==> src/rtl/column_buffer_ctrl.sv <==
// column_buffer_ctrl: ping-pong column buffer, fills the back bank and serves reads from the front bank
module column_buffer_ctrl #(
    parameter int SIZE = 32,
    parameter int COLS = 320,
    localparam int AW = $clog2(2 * COLS),
    localparam int CW = $clog2(COLS)
) (
    input  logic            clk,
    input  logic            rst_n,
    input  logic            vsync,
    input  logic            wr_valid,
    input  logic [SIZE-1:0] wr_data,
    output logic            wr_ready,
    output logic            fill_done,
    input  logic            rd_req,
    input  logic [CW-1:0]   rd_col,
    output logic            rd_valid,
    output logic [SIZE-1:0] rd_data,
    output logic            front_valid,
    output logic [15:0]     swap_count,
    output logic [15:0]     miss_count,
    output logic [AW-1:0]   ram_waddr,
    output logic [SIZE-1:0] ram_wdata,
    output logic            ram_we,
    output logic [AW-1:0]   ram_raddr,
    input  logic [SIZE-1:0] ram_rdata
);
    typedef enum logic {FILL, DONE} state_t;
    state_t          state, state_nxt;
    logic            front_sel;
    logic [CW-1:0]   col_cnt;
    logic            accept, last, swap, rd_ok, rd_in_range;
    logic [AW-1:0]   front_base, back_base;

    assign front_base  = front_sel ? AW'(COLS) : '0;
    assign back_base   = front_sel ? '0 : AW'(COLS);
    assign rd_in_range = front_valid && (int'(rd_col) < COLS);
    assign ram_raddr   = rd_in_range ? front_base + AW'(rd_col) : front_base;
    assign ram_waddr   = back_base + AW'(col_cnt);
    assign ram_wdata   = wr_data;
    assign rd_data     = (rd_valid && rd_ok) ? ram_rdata : '0;

    // State register
    always_ff @(posedge clk) begin
        if (!rst_n) state <= FILL;
        else        state <= state_nxt;
    end

    // Next state and handshake outputs; a vsync swaps only once the back bank is complete
    always_comb begin
        wr_ready  = state == FILL;
        fill_done = state == DONE;
        accept    = wr_ready && wr_valid;
        ram_we    = accept;
        last      = accept && (col_cnt == CW'(COLS - 1));
        swap      = fill_done && vsync;
        state_nxt = swap ? FILL : last ? DONE : state;
    end

    // Fill counter, bank select, frame counters and read pipeline
    always_ff @(posedge clk) begin
        if (!rst_n) begin
            front_sel   <= 1'b0;
            col_cnt     <= '0;
            rd_valid    <= 1'b0;
            rd_ok       <= 1'b0;
            front_valid <= 1'b0;
            swap_count  <= '0;
            miss_count  <= '0;
        end else begin
            if (accept) col_cnt <= last ? '0 : col_cnt + 1'b1;
            if (swap) begin
                front_sel   <= ~front_sel;
                front_valid <= 1'b1;
                swap_count  <= swap_count + 16'd1;
            end
            if (vsync && !fill_done) miss_count <= miss_count + 16'd1;
            rd_valid <= rd_req;
            rd_ok    <= rd_req && rd_in_range;
        end
    end
endmodule

==> config.mk <==
export PLATFORM = sky130hd
export DESIGN_NAME = column_buffer_ctrl
export DESIGN_NICKNAME = d
export VERILOG_FILES = /design/src/rtl/column_buffer_ctrl.sv
export SDC_FILE = /design/constraint.sdc
export NUM_CORES = 1
export LEC_CHECK = 0
export CAP_MARGIN = 20
export CORE_AREA = 2 2 91 93
export CTS_CLUSTER_DIAMETER = 60
export DETAILED_ROUTE_END_ITERATION = 8
export DIE_AREA = 0 0 93 95
export HOLD_SLACK_MARGIN = 0.08
export PLACE_DENSITY_LB_ADDON = 0.2
export SYNTH_ARGS = -nofsm -noshare
export SYNTH_HDL_FRONTEND = slang
export SYNTH_SLANG_ARGS = --single-unit
==> constraint.sdc <==
create_clock -name clk -period 2.1 [get_ports clk]
set_clock_uncertainty 0.05 [all_clocks]
set_input_delay 0.315 -clock clk [delete_from_list [all_inputs] [get_ports clk]]
set_output_delay 0.315 -clock clk [all_outputs]
set_load 0.03 [all_outputs]
==> results of run 1 <==
registers in the layout, indices dropped and copies added (netlist names):
signal	count
miss_count	16
swap_count	16
col_cnt	9
fill_done	1
front_sel	1
front_valid	1
rd_ok	1
rd_valid	1
cell families (layout without fill, tap and decap cells):
group,Yosys count,after routing,share of synthesized area (%)
xor gates and xnor gates,31,31,10.1
adders and majority gates,9,9,4.20
AOI/OAI and AO/OA,22,22,4.43
muxes,4,4,1.49
buffers and inverters,59,168,13.6
and+or+nand+nor,157,157,31.8
DFF,46,46,34.3
timing repair:
item                       4_1_cts  5_1_grt
hold endpoints to repair         0        0
pin swaps                        0        0
hold buffers                     0        0
buffers inserted                 0        0
setup endpoints to repair        4       31
resized for setup                5       32
per-layer routing:
| metal | vias to the layer above | wire length, µm | global-route usage, % |
|---|---|---|---|
| met4 | 0 | 98 | 4.41 |
| met5 | - | 0 | 0 |
| met2 | 117 | 4050 | 30.0 |
| li1 | 1304 | - | - |
| met1 | 1164 | 3020 | 18.0 |
| met3 | 8 | 803 | 6.23 |
critical path, stage by stage:
cell and delay (ns):
clkdlybuf4s50_1 0.44, ha_1 0.23, ha_1 0.20, xnor2_1 0.12
o21ai_0 0.17, buf_4 0.19
how the worst max path moves through the flow:
| stage | slack [ns] | to |
|---|---|---|
| 4_1_cts | 0.002 | ram_waddr[9] |
| 6_report | 0.06 | ram_raddr[8] |
| 5_1_grt | 0.005 | ram_raddr[8] |
| 2_1_floorplan | 0.03 | col_cnt[4]$_SDFFE_PN0P_ |
| 3_3_place_gp | 0.01 | swap_count[15]$_SDFFE_PN0P_ |
| 3_5_place_dp | -0.005 | miss_count[9]$_SDFFE_PN0P_ |
cells in the final DEF (no fill, tap or decap), types with 2 or more instances in the layout:
cell type        netlist  final
inv_1                  7      7
dlymetal6s2s_1         0     29
nand3b_1               2      2
a31o_2                 2      2
nand3_1               11     11
clkdlybuf4s50_1        0     87
xor2_1                15     15
nand4_1               11     11
nor3_1                 5      5
nand2b_1               5      5
dfxtp_1               46     46
clkbuf_2               0      2
a21oi_1               11     11
mux2i_1                4      4
nand4b_1               2      2
xnor2_1               16     16
nor4_1                 6      6
buf_12                 0      3
nand3_2                2      2
o21ai_0                7      7
clkbuf_8               0      5
clkinv_1               2      2
ha_1                   9      9
and3_1                44     44
and2_1                 2      2
nand2_1               22     22
nor2_1                33     33
buf_4                 38     28
or3_1                  5      5
dlygate4sd2_1          0      2
power groups by stage:
stage / clock, µW / sequential (µW) / combinational [µW]
2_1_floorplan: 0 / 918 / 171
3_3_place_gp: 0 / 909 / 181
3_5_place_dp: 0 / 910 / 184
4_1_cts: 561 / 889 / 185
5_1_grt: 594 / 891 / 198
6_report: 538 / 889 / 184
through the flow:
step	total power [µW]	setup WS, ns
4_1_cts	1630	0.00168
5_1_grt	1680	0.00507
3_3_place_gp	1090	0.0129
6_report	1610	0.0584
3_5_place_dp	1090	-0.00499
2_1_floorplan	1090	0.0332
final cells by class:
| class | count | area, µm² | area share [%] |
|---|---|---|---|
| clock buffers | 6 | 72.6 | 1.77 |
| repair buffers | 151 | 1530 | 37.3 |
| well taps | 105 | 131 | 3.20 |
| flip-flops and latches | 46 | 921 | 22.5 |
| clock inverters | 2 | 13.8 | 0.336 |
| inverters | 9 | 33.8 | 0.824 |
| multi-input cells | 223 | 1400 | 34.1 |
==> metrics, run 1 <==
CTS Buffer Depth=2; largest net degree at the start of global routing=37; Worst EP arrival=1.68 ns; most common cell in the netlist=dfxtp_1; via count=2593; # IOs=199; cell area after layout=4100 µm²; Sw Ratio=24.0%; Seq/Total Area, Yosys=34.3%; prevailing post-synth register cell=dfxtp_1; top cells by count, synth=dfxtp_1 (46), and3_1 (44), buf_4 (38), nor2_1 (33), nand2_1 (22); CP Max Fanout=2; Placed Cells=534; Gate Count Post-Synth=328; CP Capture Type=primary output; final setup vio count=0; Pins Over Slew Limit=0; DIE HEIGHT=95 µm; non-filler cells, final=542; flops & latches, synth=46; Post-Syn Nets=415; TritonCTS clock tree=done; count of unique library cells instantiated by Yosys=35; Starting Density=33.9%; post-synth design cell area=2680 µm²; fin crit share=97.2%; Clk Latency, worst-skew pair=0.30 ns; flop2flop setup slack=0.28 ns; Antenna Nets Post-Route=0; Post-synth EDFFs=0; post-synthesis async set-or-reset flop share=0%; Worst Hold End=miss_count[15]$_SDFFE_PN0P_; Worst setup SP type=input pin; worst reg2reg startpoint=fill_done$_SDFFE_PP0P_; drt wl/cell=14.7 µm; first-pass GRT wire length=11500 µm; fin util=51.7%; # rows=33; Layout area overhead=52.8%; number of buffers created by CTS=5; drc violations=0; status=finished, final reports clean; # port buffers=134; Critical path origin=rd_col[6]; Placed Instance Area=3960 µm²; Logic pwr share=11.4%; Yosys top cell area share=34.3%; Synth area leaders=dfxtp_1 (34%), buf_4 (11%), and3_1 (10%); Setup CP Type=input pin to primary output; Worst Hold Class=flip-flop to flip-flop; DRT iter0 DRCs=79; die area=8840 µm²; Hold Crit Start=miss_count[15]$_SDFFE_PN0P_; global placer's final weighted congestion=0.734; leak pwr=0.00217 µW; reg2reg end=swap_count[15]$_SDFFE_PN0P_; Die X=93 µm; Power Density=393 nW/µm²; DP HPWL=6230 µm; Setup TNS=0 ns; fin crit period=2.04 ns; vias per cell=4.78; Max-Cap Viols=0; Clk pwr share=33.4%; Hold Path Cell Cnt=2; Initial DRT Pass Iterations=4; clk sink count=46; nets@finish=523; Root Buffer=clkbuf_8; cell internal pwr=1220 µW; gr ovfl total=0; Worst-Margin Slew=0.380 ns; Reg2Reg Depth=4; GRT Total Usage=16.5%; WL final=7970 µm; Hold Worst Slack=0.431 ns; H-tree depth=2; number of fillers in the final layout=754; Switch Pwr=387 µW; largest area contributor in the netlist=dfxtp_1; Flop pwr share=55.2%; vias in the first global route=2282; Worst Path Required=1.74 ns; f_max=490 MHz; Final Hold Fails=0; Antenna diodes=0; Yosys warnings=0; Max VDD drop=0.319 mV; max_slew headroom=74.7%; layout cells sized above 1=10.5%; RSZ-0062 raised after global routing=no; Synth Area per Inst=8.18 µm²; Worst-path clk slew=0.09 ns; initial antenna violation count=0; core footprint=7930 µm²
Power figures use the tool's default switching activity.
==> run 2: changes to the inputs <==
CTS_CLUSTER_DIAMETER = not set   (was 60)
SKIP_CTS_REPAIR_TIMING = 1   (was not set)
==> run 2 against run 1 <==
  * Routed wire length about the same
  * Fmax about the same
  * Clock power about the same
  * Non-clock buffer count unchanged
  * Final area up 0.55%
  * Global-route usage unchanged
  * Die area unchanged
  * Critical path depth unchanged
  * First-iteration DRC count unchanged
  * Critical endpoint unchanged
  * Largest cell class unchanged
  * Largest power group unchanged
==> metrics, run 2 (synthesis results as in run 1) <==
status=finished, final reports clean; Placed Instance Area=3960 µm² (unchanged); Max VDD drop=0.319 mV (about the same); DP HPWL=6230 µm (unchanged); Root Buffer=clkbuf_8; number of buffers created by CTS=5 (unchanged); Worst-path clk slew=0.09 ns (about the same); Worst path slowest cell=clkdlybuf4s50_1; vias per cell=4.79 (+0.12%); via count=2596 (+0.12%); Max-Cap Viols=0 (unchanged); final setup vio count=0 (unchanged); Power Density=390 nW/µm² (-0.57%); non-filler cells, final=542 (unchanged); initial antenna violation count=0 (unchanged); WP buf/inv=2 (unchanged); TritonCTS clock tree=done; Worst Hold Class=flip-flop to flip-flop; core footprint=7930 µm² (unchanged); GRT Total Usage=16.5% (unchanged); global placer's final weighted congestion=0.734 (unchanged); CP Capture Type=primary output; critical path, cell by cell=clkdlybuf4s50_1 > ha_1 > ha_1 > xnor2_1 > o21ai_0 > buf_4; RSZ-0062 raised after global routing=no; vias in the first global route=2282 (unchanged); # IOs=199 (unchanged); Flop pwr share=55.2% (about the same); Top Registers=miss_count (16), swap_count (16), col_cnt (9); number of fillers in the final layout=751 (-0.40%); CP Max Fanout=2 (unchanged); gr ovfl total=0 (unchanged); commonest non-fill, non-tap cell in the layout=clkdlybuf4s50_1; cell internal pwr=1220 µW (about the same); Pins Over Slew Limit=0 (unchanged); f_max=490 MHz (about the same); Logic pwr share=11.4% (about the same); Initial DRT Pass Iterations=4 (unchanged); H-tree depth=2 (unchanged); first-pass GRT wire length=11500 µm (unchanged); fin crit share=97.2% (about the same); clk sink count=46 (unchanged); worst stage delay on the critical path=0.44 ns (about the same); Placed Cells=534 (unchanged); Worst-Margin Slew=0.380 ns (-0.000310 ns); Antenna diodes=0 (unchanged); cell area after layout=4120 µm² (+0.55%); crit-path leading delay family=buffers and inverters; WL final=7980 µm (about the same); Clk Latency, worst-skew pair=0.30 ns (about the same); CTS Buffer Depth=2 (unchanged); Worst Path Required=1.74 ns (about the same); Worst EP arrival=1.68 ns (about the same); Layout area overhead=53.7%; Switch Pwr=386 µW (about the same); Sw Ratio=24.0% (about the same); # port buffers=134 (unchanged); nets@finish=523 (unchanged); Die X=93 µm (unchanged); DIE HEIGHT=95 µm (unchanged); largest net degree at the start of global routing=37 (unchanged); Clk pwr share=33.4% (about the same); Worst setup SP type=input pin; die area=8840 µm² (unchanged); # rows=33 (unchanged); DRT iter0 DRCs=79 (unchanged); drc violations=0 (unchanged); max_slew headroom=74.7% (about the same); fin crit period=2.04 ns (-0.000136 ns); CP most frequent cell=ha_1; drt wl/cell=14.7 µm (about the same); Setup CP Type=input pin to primary output; layout cells sized above 1=10.1% (-0.46 points); Final Hold Fails=0 (unchanged); most frequent cells in the layout=clkdlybuf4s50_1 (87), dfxtp_1 (46), and3_1 (44), nor2_1 (33), dlymetal6s2s_1 (33); Antenna Nets Post-Route=0 (unchanged); Starting Density=33.9% (unchanged); leak pwr=0.00222 µW (+2.3%)
run 2: path summary, 6_finish.rpt:
check                                   start                           to  slack, ns  cells after the start
setup reg to reg       fill_done$_SDFFE_PP0P_  swap_count[15]$_SDFFE_PN0P_       0.27                      4
hold / removal    miss_count[15]$_SDFFE_PN0P_  miss_count[15]$_SDFFE_PN0P_       0.43                      2
hold reg to reg   miss_count[15]$_SDFFE_PN0P_  miss_count[15]$_SDFFE_PN0P_       0.43                      2
setup / recovery                    rd_col[6]                 ram_raddr[8]       0.06                      6
run 2: power groups by stage:
stage               combinational [µW]  clock, µW  sequential (µW)
finish                             184        538              889
CTS                                185        561              889
global placement                   181          0              909
global route                       198        594              891
floorplan                          171          0              918
detailed placement                 184          0              910
run 2: per-stage QoR:
step | total power (µW) | setup TNS, ns | util [%] | setup WS (ns) | hold slack [ns]
floorplan | 1090 | 0 | - | 0.0332 | 0.402
global placement | 1090 | 0 | 49.9 | 0.0129 | 0.412
detailed placement | 1090 | -0.00499 | 49.9 | -0.00499 | 0.427
CTS | 1630 | -0.573 | 51.0 | -0.250 | 0.435
global route | 1680 | 0 | 52.0 | 0.00507 | 0.457
finish | 1610 | 0 | 52.0 | 0.0586 | 0.431
run 2: worst min-delay path: stages (launching register included):
cell and delay (ns):
dfxtp_1 0.33, nand2_1 0.06, mux2i_1 0.05
run 2: routing by layer:
| metal | GRT usage, % | vias to the layer above | part of all wire (%) |
|---|---|---|---|
| met1 | 18.0 | 1163 | 37 |
| met3 | 6.23 | 8 | 11 |
| met5 | 0 | - | 0 |
| li1 | - | 1305 | - |
| met4 | 4.41 | 0 | 1.2 |
| met2 | 30.0 | 120 | 51 |
run 2: cell type report:
type                    count  area [µm²]  area share, %
clock buffers               6        72.6           1.76
clock inverters             2        13.8          0.334
inverters                   9        33.8          0.819
multi-input cells         223        1400           33.9
flip-flops and latches     46         921           22.3
well taps                 105         131           3.19
repair buffers            151        1550           37.7
==> run 3: changes to the inputs <==
RECOVER_POWER = 100   (was not set)
==> run 3 against run 2 <==
  * Worst hold slack lost 0.0030 ns
  * Total power shrank 0.36%
  * Clock power is essentially flat
  * Critical endpoint unchanged
  * Register-to-register slack lost 0.05 ns
  * Worst setup slack gained 0.0070 ns
  * Sequential power is essentially flat
  * Global-route usage is the same
  * Critical path type unchanged
  * Largest power group unchanged
==> metrics, run 3 (synthesis results as in run 1) <==
CP Capture Type=primary output; most frequent cells in the layout=dfxtp_1 (46), and3_1 (44), dlygate4sd3_1 (44), clkdlybuf4s50_1 (43), clkbuf_1 (41); Pins Over Slew Limit=0 (unchanged); gr ovfl total=0 (unchanged); DIE HEIGHT=95 µm (unchanged); Logic pwr share=11.1% (-0.3 points); fin crit period=2.03 ns (-0.00700 ns); die area=8840 µm² (unchanged); # rows=33 (unchanged); Root Buffer=clkbuf_8; GRT Total Usage=16.5% (unchanged); flop2flop setup slack=0.22 ns (-0.05 ns); Placed Cells=534 (unchanged); PnR worst setup slack=0.0656 ns (+0.00700 ns); # IOs=199 (unchanged); WL final=8020 µm (+0.60%); Die X=93 µm (unchanged); non-filler cells, final=542 (unchanged); # port buffers=134 (unchanged); Power Density=425 nW/µm² (+8.9%); Clk Latency, worst-skew pair=0.30 ns (about the same); vias in the first global route=2282 (unchanged); clk sink count=46 (unchanged); max_slew headroom=50.3% (-24 points); via count=2614 (+0.69%); final setup vio count=0 (unchanged); drt wl/cell=14.8 µm (+0.60%); Setup CP Type=input pin to primary output; Worst setup SP type=input pin; Clk pwr share=33.5% (about the same); initial antenna violation count=0 (unchanged); Worst Hold Class=flip-flop to flip-flop; RSZ-0062 raised after global routing=no; layout cells sized above 1=7.78% (-2.3 points); Final Hold Fails=0 (unchanged); Antenna Nets Post-Route=0 (unchanged); Sw Ratio=24.1% (+0.072 points); CP most frequent cell=ha_1; worst stage delay on the critical path=0.43 ns (about the same); H-tree depth=2 (unchanged); global placer's final weighted congestion=0.734 (unchanged); Antenna diodes=0 (unchanged); Worst-path clk slew=0.09 ns (about the same); Flop pwr share=55.4% (+0.2 points); TritonCTS clock tree=done; core footprint=7930 µm² (unchanged); DP HPWL=6230 µm (unchanged); CTS Buffer Depth=2 (unchanged); vias per cell=4.82 (+0.69%); Max-Cap Viols=0 (unchanged); Max VDD drop=0.317 mV (-0.54%); drc violations=0 (unchanged); Initial DRT Pass Iterations=4 (unchanged); Switch Pwr=386 µW (about the same); Worst path slowest cell=clkdlybuf4s50_1; Placed Instance Area=3960 µm² (unchanged); nets@finish=523 (unchanged); DRT iter0 DRCs=67 (-15%); largest net degree at the start of global routing=37 (unchanged); first-pass GRT wire length=11500 µm (unchanged); number of buffers created by CTS=5 (unchanged); cell internal pwr=1220 µW (-0.46%); critical path, cell by cell=clkdlybuf4s50_1 > ha_1 > ha_1 > xnor2_1 > o21ai_0 > buf_4; Hold Worst Slack=0.428 ns (-0.00302 ns); leak pwr=0.00167 µW (-25%); Worst-Margin Slew=0.745 ns (+0.366 ns); cell area after layout=3770 µm² (-8.5%); Worst EP arrival=1.67 ns (about the same); Layout area overhead=40.6%; fin crit share=96.9% (-0.33 points); CP Max Fanout=2 (unchanged); commonest non-fill, non-tap cell in the layout=dfxtp_1; Starting Density=33.9% (unchanged); Worst Path Required=1.74 ns (about the same); f_max=492 MHz (+0.34%); status=finished, final reports clean; Top Registers=miss_count (16), swap_count (16), col_cnt (9); Place WS=-0.00499 ns (unchanged)
## run 3: per-layer routing
layer | vias to the layer above | share of wire, % | GRT usage, %
li1 | 1304 | - | -
met1 | 1183 | 38 | 18.0
met2 | 119 | 50 | 30.0
met3 | 8 | 9.9 | 6.23
met4 | 0 | 1.2 | 4.41
met5 | - | 0 | 0
## run 3: final cells by class
type	instances	area, µm²
fillers	818	4160
multi-input cells	223	1390
repair buffers	151	1210
flip-flops and latches	46	921
well taps	105	131
clock buffers	6	72.6
inverters	9	33.8
clock inverters	2	13.8
## run 3: path summary, 6_finish.rpt
check                                            startpoint                           to  cells past startpoint
worst max-delay path                              rd_col[6]                 ram_raddr[8]                      6
worst min-delay path            miss_count[15]$_SDFFE_PN0P_  miss_count[15]$_SDFFE_PN0P_                      2
worst max register to register       fill_done$_SDFFE_PP0P_  swap_count[15]$_SDFFE_PN0P_                      4
worst min register to register  miss_count[15]$_SDFFE_PN0P_  miss_count[15]$_SDFFE_PN0P_                      2
## run 3: power by group through the flow
stage / Clock [µW] / Sequential (µW) / Combinational (µW)
after floorplan: 0 / 918 / 171
after global placement: 0 / 909 / 181
after detailed placement: 0 / 910 / 184
after CTS: 561 / 889 / 185
after global routing: 594 / 891 / 192
final: 538 / 889 / 178
## run 3: through the flow
step	total power (µW)	TNS [ns]	utilization, %
after global routing	1680	0	47.6
final	1600	0	47.6
after CTS	1630	-0.573	51.0
after global placement	1090	0	49.9
after floorplan	1090	0	-
after detailed placement	1090	-0.00499	49.9
## run 3: worst max-delay path, delay by kind of cell
kind	cells	cell delay, ns
buffers and inverters	2	0.62
XOR/XNOR	1	0.12
AO/OA/AOI/OAI	1	0.17
adder cells (fa/ha/maj)	2	0.43
